File: config.mk
export PLATFORM = sky130hd
export DESIGN_NAME = gate_tester_flat
export DESIGN_NICKNAME = d
export VERILOG_FILES = /design/src/rtl/gate_tester_if.sv /design/src/rtl/gate_tester.sv /design/src/flat_wrapper.sv
export SDC_FILE = /design/constraint.sdc
export NUM_CORES = 1
export LEC_CHECK = 0
export ABC_AREA = 0
export BUFFER_PORTS_ARGS = -buffer_cell sky130_fd_sc_hd__buf_4
export CORE_MARGIN = 4
export CORE_UTILIZATION = 53
export DETAILED_ROUTE_END_ITERATION = 6
export GPL_TIMING_DRIVEN = 0
export HOLD_SLACK_MARGIN = 0.15
export PLACE_DENSITY = 0.78
export SETUP_SLACK_MARGIN = 0.2
export SLEW_MARGIN = 15
export SYNTH_ARGS = -nofsm -noshare
export SYNTH_HDL_FRONTEND = slang
export SYNTH_SLANG_ARGS = --single-unit
export TNS_END_PERCENT = 100
File: constraint.sdc
create_clock -name clk -period 4.2 [get_ports clk]
set_input_delay 0 -clock clk [delete_from_list [all_inputs] [get_ports clk]]
set_output_delay 0 -clock clk [all_outputs]
set_load 0.005 [all_outputs]
File: src/rtl/gate_tester_if.sv
`default_nettype none
// =====================================================================
// Module : gate_tester_if
// Brief  : Handshake/stimulus/result bundle between gate_tester and the
//          gate device it exercises.
// Rev    : 1.0 - initial release
// =====================================================================
interface gate_tester_if;
    logic       start;
    logic [6:0] dut_out;
    logic       a;
    logic       b;
    logic       c;
    logic       busy;
    logic       done;
    logic       pass;
    logic [7:0] fail_vec;
    logic [3:0] fail_count;

    modport master (
        input  start, dut_out,
        output a, b, c, busy, done, pass, fail_vec, fail_count
    );

    modport slave (
        output start, dut_out,
        input  a, b, c, busy, done, pass, fail_vec, fail_count
    );
endinterface
`default_nettype wire

File: src/rtl/gate_tester.sv
`default_nettype none
// =====================================================================
// Module : gate_tester
// Brief  : Walks {a,b,c} through all 8 combinations and checks the seven
//          gate responses. Macro GATE_TESTER_STOP_ON_FAIL_EN ends a run
//          at the first mismatching combination.
// Rev    : 1.0 - initial release
// =====================================================================
module gate_tester #(
    parameter int SETTLE_CYCLES = 2
) (
    input  wire logic        clk,
    input  wire logic        rst_n,
    gate_tester_if.master    gateBus
);

    localparam logic [3:0] c_SETTLE_LOAD = 4'(SETTLE_CYCLES);
    localparam logic [2:0] c_LAST_COMBO  = 3'd7;

    typedef enum logic [1:0] {
        S_IDLE   = 2'd0,
        S_SETTLE = 2'd1,
        S_CHECK  = 2'd2,
        S_DONE   = 2'd3
    } state_t;

    state_t     r_state;
    state_t     w_stateNext;
    logic [2:0] r_combo;
    logic [2:0] w_comboNext;
    logic [3:0] r_settleCnt;
    logic [3:0] w_settleCntNext;
    logic [7:0] r_failVec;
    logic [7:0] w_failVecNext;
    logic [3:0] r_failCount;
    logic [3:0] w_failCountNext;
    logic       r_pass;
    logic       w_passNext;

    logic       w_a;
    logic       w_b;
    logic       w_c;
    logic [6:0] w_expected;
    logic       w_mismatch;
    logic       w_stopNow;
    logic [3:0] w_countAfter;

    assign w_a = r_combo[2];
    assign w_b = r_combo[1];
    assign w_c = r_combo[0];

    assign w_expected = {
        ~(w_a ^ w_b ^ w_c),
        w_a ^ w_b ^ w_c,
        ~(w_a | w_b | w_c),
        ~(w_a & w_b & w_c),
        ~w_a,
        w_a | w_b | w_c,
        w_a & w_b & w_c
    };

    // Case inequality so that undriven or unknown response bits fail the compare.
    assign w_mismatch   = (gateBus.dut_out !== w_expected);
    assign w_countAfter = r_failCount + {3'b000, w_mismatch};

`ifdef GATE_TESTER_STOP_ON_FAIL_EN
    assign w_stopNow = w_mismatch || (r_combo == c_LAST_COMBO);
`else
    assign w_stopNow = (r_combo == c_LAST_COMBO);
`endif

    always_comb begin
        w_stateNext     = r_state;
        w_comboNext     = r_combo;
        w_settleCntNext = r_settleCnt;
        w_failVecNext   = r_failVec;
        w_failCountNext = r_failCount;
        w_passNext      = r_pass;

        unique case (r_state)
            S_IDLE: begin
                if (gateBus.start) begin
                    w_stateNext     = S_SETTLE;
                    w_comboNext     = 3'd0;
                    w_settleCntNext = c_SETTLE_LOAD;
                    w_failVecNext   = 8'd0;
                    w_failCountNext = 4'd0;
                    w_passNext      = 1'b0;
                end
            end

            S_SETTLE: begin
                w_settleCntNext = r_settleCnt - 4'd1;
                if (r_settleCnt == 4'd1) begin
                    w_stateNext = S_CHECK;
                end
            end

            S_CHECK: begin
                if (w_mismatch) begin
                    w_failVecNext   = r_failVec | (8'd1 << r_combo);
                    w_failCountNext = w_countAfter;
                end
                if (w_stopNow) begin
                    w_stateNext = S_DONE;
                    w_passNext  = (w_countAfter == 4'd0);
                end else begin
                    w_stateNext     = S_SETTLE;
                    w_comboNext     = r_combo + 3'd1;
                    w_settleCntNext = c_SETTLE_LOAD;
                end
            end

            S_DONE: begin
                w_stateNext = S_IDLE;
            end

            default: begin
                w_stateNext = S_IDLE;
            end
        endcase
    end

    always_ff @(posedge clk) begin
        if (!rst_n) begin
            r_state     <= S_IDLE;
            r_combo     <= 3'd0;
            r_settleCnt <= 4'd0;
            r_failVec   <= 8'd0;
            r_failCount <= 4'd0;
            r_pass      <= 1'b0;
        end else begin
            r_state     <= w_stateNext;
            r_combo     <= w_comboNext;
            r_settleCnt <= w_settleCntNext;
            r_failVec   <= w_failVecNext;
            r_failCount <= w_failCountNext;
            r_pass      <= w_passNext;
        end
    end

    assign gateBus.a          = w_a;
    assign gateBus.b          = w_b;
    assign gateBus.c          = w_c;
    assign gateBus.busy       = (r_state != S_IDLE);
    assign gateBus.done       = (r_state == S_DONE);
    assign gateBus.pass       = r_pass;
    assign gateBus.fail_vec   = r_failVec;
    assign gateBus.fail_count = r_failCount;

endmodule
`default_nettype wire

File: src/flat_wrapper.sv
// flat-port wrapper written by rule: the top's interface ports become plain ports
module gate_tester_flat 
#(
    parameter int SETTLE_CYCLES = 2
)
  (clk, rst_n, gateBus_start, gateBus_dut_out, gateBus_a, gateBus_b, gateBus_c, gateBus_busy, gateBus_done, gateBus_pass, gateBus_fail_vec, gateBus_fail_count);
  gate_tester_if gateBus_i ();
  input  wire logic clk;
  input  wire logic rst_n;
  input wire logic [$bits(gateBus_i.start)-1:0] gateBus_start;
  input wire logic [$bits(gateBus_i.dut_out)-1:0] gateBus_dut_out;
  output wire logic [$bits(gateBus_i.a)-1:0] gateBus_a;
  output wire logic [$bits(gateBus_i.b)-1:0] gateBus_b;
  output wire logic [$bits(gateBus_i.c)-1:0] gateBus_c;
  output wire logic [$bits(gateBus_i.busy)-1:0] gateBus_busy;
  output wire logic [$bits(gateBus_i.done)-1:0] gateBus_done;
  output wire logic [$bits(gateBus_i.pass)-1:0] gateBus_pass;
  output wire logic [$bits(gateBus_i.fail_vec)-1:0] gateBus_fail_vec;
  output wire logic [$bits(gateBus_i.fail_count)-1:0] gateBus_fail_count;
  assign gateBus_i.start = gateBus_start;
  assign gateBus_i.dut_out = gateBus_dut_out;
  assign gateBus_a = gateBus_i.a;
  assign gateBus_b = gateBus_i.b;
  assign gateBus_c = gateBus_i.c;
  assign gateBus_busy = gateBus_i.busy;
  assign gateBus_done = gateBus_i.done;
  assign gateBus_pass = gateBus_i.pass;
  assign gateBus_fail_vec = gateBus_i.fail_vec;
  assign gateBus_fail_count = gateBus_i.fail_count;
  gate_tester #(.SETTLE_CYCLES(SETTLE_CYCLES)) u_core (.clk(clk), .rst_n(rst_n), .gateBus(gateBus_i));
endmodule
# Word-level counts from Yosys, hierarchy flattened
# Cells that the tools add are included.
# word_totals
in_bits,10
word_cells,61
register_bits,22
out_inout_bits,18
# op_classes
n_reduce_logical,10
n_eq_ne,11
mux,19
shift,1
n_addsub,3
bitwise,11
# op_table
op,n
4-bit two-way mux,4
8-bit two-way mux,2
8-bit one-hot mux with 2 select lines,1
4-bit one-hot mux with 3 select lines,1
3-bit AND reduction,4
8-bit OR,1
2-bit one-hot mux with 4 select lines,1
4-bit one-hot mux with 2 select lines,1
1-bit by 3-bit left shift with 8-bit output (first input constant),1
7-bit !== test,1
2-bit two-way mux,3
3-bit two-way mux,2
2-bit by 1-bit inequality test with 1-bit output (second input constant),3
3-bit one-hot mux with 2 select lines,1
4-bit by 1-bit adder with 4-bit output,1
2-bit equality test (second input constant),2
4-bit by 1-bit equality test with 1-bit output (second input constant),1
4-bit zero test,1
2-bit inequality test (second input constant),2
1-bit inverter,4
2-bit nonzero test,2
4-bit by 1-bit subtractor with 4-bit output (second input constant),1
3-bit by 1-bit adder with 3-bit output (second input constant),1
3-bit equality test (second input constant),1
other kinds (9),13

# Logic depth before layout (Yosys ltp)
# Gate-level depths: netlist of run 1.
# depth
depth_word,8
ltp_mapped,13
depth_no_buf,13

# Least setup slack after synthesis of run 1
# Ideal clock, no wire load.
# synth_timing
kind,register to register
start,register u_core.r_combo[2]
end,"register u_core.r_pass, in the netlist u_core.gateBus.pass"
path_buffers,0
setup_ns,0.065
arrival_ns,3.073
required_time_ns,4.135
period_less_slack_ns,3.138
path_slack_ns,1.062
stages_incl_launch_ff,13
path_cell_list,dfxtp_1 > inv_1 > ha_1 > xnor2_1 > mux2i_1 > o2111ai_2 > or2_2 > ha_1 > ha_1 > or4_1 > a211oi_1 > a31oi_1 > nor2b_1
# synth_via
elab_chain_len,8
word_cells_on_any_way,18
cone_classes,add/sub: 1; eq/ne: 3; mux: 2; bitwise: 10; reduce/logical: 2
# synth_rtl
item,line_no,rtl
start: declaration,gate_tester.sv:29,logic [2:0] r_combo;
start signal: assignment,gate_tester.sv:134,r_combo <= w_comboNext;
"1-bit AND, or another cell as far along (2 in a row)","gate_tester.sv:56, gate_tester.sv:59",
1-bit inverter (on tied branches),"gate_tester.sv:56, gate_tester.sv:53, gate_tester.sv:55",
7-bit !== test,gate_tester.sv:63,assign w_mismatch = (gateBus.dut_out !== w_expected);
4-bit by 1-bit adder with 4-bit output,gate_tester.sv:64,"assign w_countAfter = r_failCount + {3'b000, w_mismatch};"
4-bit zero test,gate_tester.sv:106,w_passNext = (w_countAfter == 4'd0);
1-bit two-way mux,gate_tester.sv:104,if (w_stopNow) begin
1-bit one-hot mux with 2 select lines,gate_tester.sv:80,unique case (r_state)
end signal: assignment,gate_tester.sv:138,r_pass <= w_passNext;
end: declaration,gate_tester.sv:37,logic r_pass;
# Parallel ways exist; a longest one is shown, timed or not. The select of a mux whose other input is x is not followed.
# A chain may end at the register's enable or synchronous reset.

# Worst setup path after layout of run 1
# Same ends and word-level chain as after synthesis.

==> summary.md, run 1 <==
| Metric | Value |
|---|---|
| Top cell type's share of synthesized area | 34.7% |
| Cells along the critical path | inv_1 -> ha_1 -> xnor2_1 -> mux2i_1 -> o2111ai_2 -> or2_2 -> ha_1 -> ha_1 -> or4_1 -> a211oi_1 -> a31oi_1 -> nor2b_1 |
| Dpl hpwl | 2090 um |
| Area growth syn-to-layout | 22.6% |
| Yosys warnings | 0 |
| Root Driver | clkbuf_4 |
| Mapped Cells | 146 |
| Synthesis-stage register bit count | 22 |
| Starting DRT DRC Count | 25 |
| Aggregate routed wire length | 2650 um |
| DRC Markers | 0 |
| CP Launch Type | flop |
| Total CTS buffers | 3 |
| Hold WS | 0.271 ns |
| Worst setup EP type | flop |
| Main area contributors after synthesis | dfxtp_1 (35%), ha_1 (12%), nand2_1 (6.5%), o41ai_1 (4.1%), mux2i_1 (3.9%) |
| Worst-Skew Late Latency | 0.31 ns |
| Number of global-route vias before repair | 1128 |
| RD Place Congestion | 0.757 |
| Pleak | 0.723 nW |
| Wire length of the first global-routing pass | 4710 um |
| Status | finished, final reports clean |
| Vias | 1112 |
| CP Class | flop to flop |
| Distinct cells, synth | 37 |
| GRT Total Usage | 17.8% |
| Avg Cell Area, Syn | 8.68 um^2 |
| Top_reg_cell synth | dfxtp_1 |
| # IOs | 28 |
| Critical path's largest stage delay | 0.54 ns |
| Critical Path Fanout Max | 9 |
| Synth area leader | dfxtp_1 |
| Worst Hold Class | input port to flop |
| Clk sink count | 22 |
| Clk slew on worst S/H paths | 0.12 ns |
| TritonCTS clock tree | built |
| Num rows | 17 |
| Setup violators final | 0 |
| WL/cell | 12.9 um |
| Max-slew headroom | 73.3% |
| CTS Hold Buffers Added | 2 |
| Placed cell count | 200 |
| Starting Density | 56.2% |
| Total gr overflow | 0 |
| Synth Net Count | 168 |
| Antenna cell count | 0 |
| Post-route ant nets | 0 |
| Mapped Area | 1270 um^2 |
| DR pass1 iterations | 4 |
| Fin. Hold Viols | 0 |
| Min Tclk post-route | 3.48 ns |
| # H-tree levels | 1 |
| # nets final | 201 |
| Post-synth EDFFs | 0 |
| Fin cells | 206 |
| Initial antenna violation count | 0 |
| Setup bufs post-CTS | 0 |
| Asr flop ratio synth | 0% |
| Total die area | 3240 um^2 |
| Crit-path leading delay family | simple AND/OR/NAND/NOR gates |
| Final Skew | 0.00488 ns |
| Final Total Pwr | 0.393 mW |
| IO Port Bufs | 26 |
| Layout cells sized above 1 | 20.8% |
| Maximum vdd drop | 0.266 mV |
| Unrepaired setup endpoints after global routing | no |
| Die height | 56.9 um |
| Fin Setup TNS | 0 ns |
| Final period util | 82.9% |
| Seq/Total Area, Yosys | 34.7% |
| Fin. max-slew vios | 0 |
| Worst path slowest cell | dfxtp_1 |
| Commonest cells post-synth | dfxtp_1 (22), nand2_1 (22), ha_1 (12) |
| Critical path arrival | 3.74 ns |
| Max frequency | 0.287 GHz |
| CP bufs+invs | 1 |
| Most used cell, CP | ha_1 |
| CTS max path bufs | 2 |
| Largest net degree at the start of global routing | 13 |
| Cts repair resizes | 0 |
| Core ar. | 2250 um^2 |
| Power per standard cell area | 253 nW/um^2 |
| Width of the die | 56.9 um |
| Critical Path RT | 4.45 ns |
| Vias per inst | 5.40 |
| # Max-Cap Violations | 0 |
| Worst Max-Slew Pin Slew | 0.401 ns |
-- cells by family (layout without fill, tap and decap cells) --
family	count (synthesis)	after routing	synth area share, %
XOR/XNOR	6	6	4.15
adder cells (fa/ha/maj)	12	12	11.8
AO/OA/AOI/OAI	27	27	16.6
multiplexers	6	6	4.84
buffers and inverters	16	48	5.53
AND/OR/NAND/NOR	57	57	22.3
flip-flops	22	22	34.7
-- where the power goes --
group	total (mW)	switching (mW)	internal, mW
registers	0.221	0.00627	0.215
clock network	0.117	0.0644	0.0530
logic	0.0550	0.0290	0.0260
-- state kept, by name, indices dropped and copies added (netlist names) --
register,flops
u_core.r_combo,3
u_core.r_state,2
u_core.gateBus.fail_count,4
u_core.r_settleCnt,4
u_core.gateBus.pass,1
u_core.gateBus.fail_vec,8
-- routing by layer --
metal / up-vias / global-route usage [%] / share of wire (%)
li1: 566 / - / -
met1: 516 / 21.4 / 44
met2: 26 / 31.0 / 50
met3: 4 / 5.29 / 5.1
met4: 0 / 4.30 / 0.90
met5: - / 0 / 0
-- worst register-to-register path, stage by stage, from the launching register on --
cell,delay [ns]
dfxtp_1,0.54
inv_1,0.18
ha_1,0.32
xnor2_1,0.19
mux2i_1,0.24
o2111ai_2,0.20
or2_2,0.33
ha_1,0.20
ha_1,0.28
or4_1,0.53
a211oi_1,0.24
a31oi_1,0.07
nor2b_1,0.12
-- worst paths after layout --
path	from	to	slack [ns]	depth (start not counted)
hold reg to reg	u_core.gateBus.fail_vec[1]$_SDFFE_PN0P_	u_core.gateBus.fail_vec[1]$_SDFFE_PN0P_	0.48	2
hold / removal	gateBus_dut_out[4]	u_core.gateBus.fail_count[2]$_SDFFE_PN0P_	0.27	5
setup / recovery	u_core.r_combo[2]$_SDFFE_PN0P_	u_core.gateBus.pass$_SDFFE_PN0P_	0.72	12
setup reg to reg	u_core.r_combo[2]$_SDFFE_PN0P_	u_core.gateBus.pass$_SDFFE_PN0P_	0.72	12
-- final cells by class --
cell class | instances | area [um^2]
buffer | 6 | 32.5
clock buffer | 4 | 36.3
fill | 191 | 701
inverter | 10 | 37.5
multi-input combinational | 108 | 757
sequential | 22 | 440
tap | 28 | 35.0
timing repair buffer | 28 | 215
-- stage by stage --
step	utilization (%)	instance area, um^2	worst slack, ns
floorplan	-	1270	1.06
detailed placement	66.4	1500	0.741
finish	68.9	1550	0.716
global placement	66.4	1500	0.770
CTS	68.9	1550	0.700
global route	68.9	1550	0.492
-- cells in the final DEF (no fill, tap or decap), types with 2 or more instances in the layout --
cell type      count
a21oi_1            2
a21boi_0           2
nor2_1             5
xnor2_1            2
o21ai_0            3
nand2_1           22
dfxtp_1           22
xor2_1             4
nor3b_1            3
nor2b_1            7
ha_1              12
clkbuf_1           3
o211ai_1           2
nand3_1            5
nand2b_1           6
a22oi_1            2
inv_1             10
o211a_1            2
clkbuf_4           3
dlygate4sd3_1      2
mux2i_1            5
nor3_1             4
o41ai_1            6
buf_4             26
and2_1             2
No activity file was read; power rests on OpenSTA's default activity.
==> inputs of run 2 (changes only) <==
- ABC_AREA: 0 -> 1
- clock period: 4.2 -> 3.3 ns (I/O delays scaled with it)
==> summary.md, run 2 <==
| Metric | Value |
|---|---|
| CP Launch Type | flop |
| Leading cell type in the layout, fill and taps excluded | inv_1 |
| Maximum vdd drop | 0.307 mV (+15%) |
| Yosys warnings | 0 (unchanged) |
| Unrepaired setup endpoints after global routing | no |
| Setup bufs post-CTS | 0 (unchanged) |
| Hold WS | 0.221 ns (-0.0506 ns) |
| Starting Density | 57.9% (+1.6 points) |
| Asr flop ratio synth | 0% (unchanged) |
| Aggregate routed wire length | 2840 um (+7.1%) |
| Synthesis-stage register bit count | 22 (unchanged) |
| Antenna cell count | 0 (unchanged) |
| CTS max path bufs | 2 (unchanged) |
| Fin. Hold Viols | 0 (unchanged) |
| GRT Total Usage | 17.9% (+0.030 points) |
| DR pass1 iterations | 4 (unchanged) |
| Number of global-route vias before repair | 1167 (+3.5%) |
| Total gr overflow | 0 (unchanged) |
| Synth area leader | dfxtp_1 |
| Most common cell in the netlist | inv_1 |
| Commonest cells post-synth | inv_1 (38), nand2_1 (36), nand3_1 (23) |
| Die height | 58.3 um (+2.5%) |
| # nets final | 250 (+24%) |
| Root Driver | clkbuf_4 |
| Final Util | 71.7% (+2.7 points) |
| Final period util | 80.1% (-2.8 points) |
| Worst-Skew Late Latency | 0.31 ns (about the same) |
| # H-tree levels | 1 (unchanged) |
| Mapped Cells | 193 (+32%) |
| Worst Max-Slew Pin Slew | 0.512 ns (+0.112 ns) |
| WL/cell | 11.1 um (-13%) |
| Fin. max-slew vios | 0 (unchanged) |
| RD Place Congestion | 0.824 (+8.9%) |
| Avg Cell Area, Syn | 6.95 um^2 (-20%) |
| Core ar. | 2320 um^2 (+2.8%) |
| Largest net degree at the start of global routing | 14 (+1) |
| Fin Setup TNS | 0 ns (unchanged) |
| DRC Markers | 0 (unchanged) |
| Clk sink count | 22 (unchanged) |
| Max frequency | 0.378 GHz (+32%) |
| Worst setup EP type | flop |
| Critical path arrival | 2.90 ns (-0.84 ns) |
| Min Tclk post-route | 2.64 ns (-0.840 ns) |
| Final Skew | 0.00333 ns (-0.00155 ns) |
| CP Class | flop to flop |
| Status | finished, final reports clean |
| Total CTS buffers | 3 (unchanged) |
| Top cell type's share of synthesized area | 32.8% (-1.9 points) |
| Dpl hpwl | 2290 um (+9.5%) |
| Worst Hold Class | input port to flop |
| Width of the die | 58.3 um (+2.5%) |
| TritonCTS clock tree | built |
| Post-route ant nets | 0 (unchanged) |
| Vias per inst | 5.03 (-6.9%) |
| IO Port Bufs | 27 (+3.8%) |
| Power per standard cell area | 424 nW/um^2 (+67%) |
| Starting DRT DRC Count | 38 (+52%) |
| Post-synth EDFFs | 0 (unchanged) |
| Wire length of the first global-routing pass | 4790 um (+1.8%) |
| Setup violators final | 0 (unchanged) |
| Seq/Total Area, Yosys | 32.8% (-1.9 points) |
| Mapped Area | 1340 um^2 (+5.8%) |
| CTS Hold Buffers Added | 3 (+1) |
| Cts repair resizes | 0 (unchanged) |
| # Max-Cap Violations | 0 (unchanged) |
| Top_reg_cell synth | dfxtp_1 |
| Max-slew headroom | 65.5% (-7.8 points) |
| Area growth syn-to-layout | 23.9% |
| Pleak | 0.848 nW (+17%) |
| Total die area | 3400 um^2 (+5.0%) |
| Critical Path RT | 3.55 ns (-0.90 ns) |
| Synth Net Count | 215 (+28%) |
| Layout cells sized above 1 | 19.4% (-1.4 points) |
| Most frequent cells in the layout | inv_1 (38), nand2_1 (36), buf_4 (28), nand3_1 (23), dfxtp_1 (22) |
| Initial antenna violation count | 0 (unchanged) |
| Max FFs per register | 8 (unchanged) |
| Clk slew on worst S/H paths | 0.13 ns (about the same) |
| # IOs | 28 (unchanged) |
| Critical Path Fanout Max | 8 (-1) |
| Distinct cells, synth | 27 (-27%) |
| Vias | 1282 (+15%) |
| Main area contributors after synthesis | dfxtp_1 (33%), ha_1 (11%), inv_1 (11%), nand2_1 (10%), nand3_1 (8.6%) |
| Num rows | 17 (unchanged) |
[run 2: cell types whose count changed in the layout (fill, tap and decap cells not counted), moves of 6 or more]
cell      change
inv_1        +28
nor2_1       +10
nand2b_1      -6
a21oi_1      +12
nand2_1      +14
nor2b_1       -7
o41ai_1       -6
nand3_1      +18
[run 2: final cells by class]
class	count	area (um^2)
multi-input combinational	127	723
inverter	40	150
sequential	22	440
fill	202	657
buffer	4	27.5
timing repair buffer	30	233
tap	28	35.0
clock buffer	3	22.5
clock inverter	1	30.0
[run 2: worst paths after layout]
kind,startpoint,endpoint,slack (ns),depth (start not counted)
setup / recovery,u_core.r_combo[2]$_SDFFE_PN0P_,u_core.gateBus.pass$_SDFFE_PN0P_,0.66,15
hold / removal,gateBus_dut_out[6],u_core.gateBus.fail_count[0]$_SDFFE_PN0P_,0.22,8
setup reg to reg,u_core.r_combo[2]$_SDFFE_PN0P_,u_core.gateBus.pass$_SDFFE_PN0P_,0.66,15
hold reg to reg,u_core.gateBus.fail_vec[0]$_SDFFE_PN0P_,u_core.gateBus.fail_vec[0]$_SDFFE_PN0P_,0.46,2
[run 2: power breakdown]
part           switching [mW]  internal (mW)
Sequential             0.0226          0.289
Clock                  0.0857          0.123
Combinational           0.103         0.0818
[run 2: per-stage QoR]
stage               power, mW  std cells  cell area (um^2)  setup slack [ns]
detailed placement      0.497        248              1580             0.684
CTS                     0.709        255              1660             0.648
floorplan               0.436        193              1340             0.987
global route            0.751        255              1660             0.493
finish                  0.704        255              1660             0.656
global placement        0.489        248              1580             0.745
[run 2: critical path, stage by stage, from the launching register on]
cell and delay, ns:
dfxtp_1 0.41, buf_2 0.20, inv_1 0.12, ha_1 0.34, inv_1 0.07, nand2_1 0.07, nand2_1 0.08, nand2_1 0.05
a21oi_2 0.21, nand2_1 0.10, ha_1 0.21, ha_1 0.20, xor2_1 0.15, nor3_1 0.13, nand3_1 0.10, a21oi_1 0.14
[run 2: metal layers]
metal  share of wire [%]  vias to the layer above  GRT usage, %
met2                  50                       31          31.9
met4                 2.6                        0          6.95
met3                 4.3                        8          3.51
met1                  43                      569          20.8
li1                    -                      674             -
met5                   0                        -             0
[run 2: cells by family after synthesis]
logic type / after synthesis / share of synthesized area, %
XOR/XNOR: 2 / 1.31
flip-flops: 22 / 32.8
AO/OA/AOI/OAI: 26 / 10.9
buffers and inverters: 44 / 13.2
AND/OR/NAND/NOR: 87 / 30.5
adder cells (fa/ha/maj): 12 / 11.2
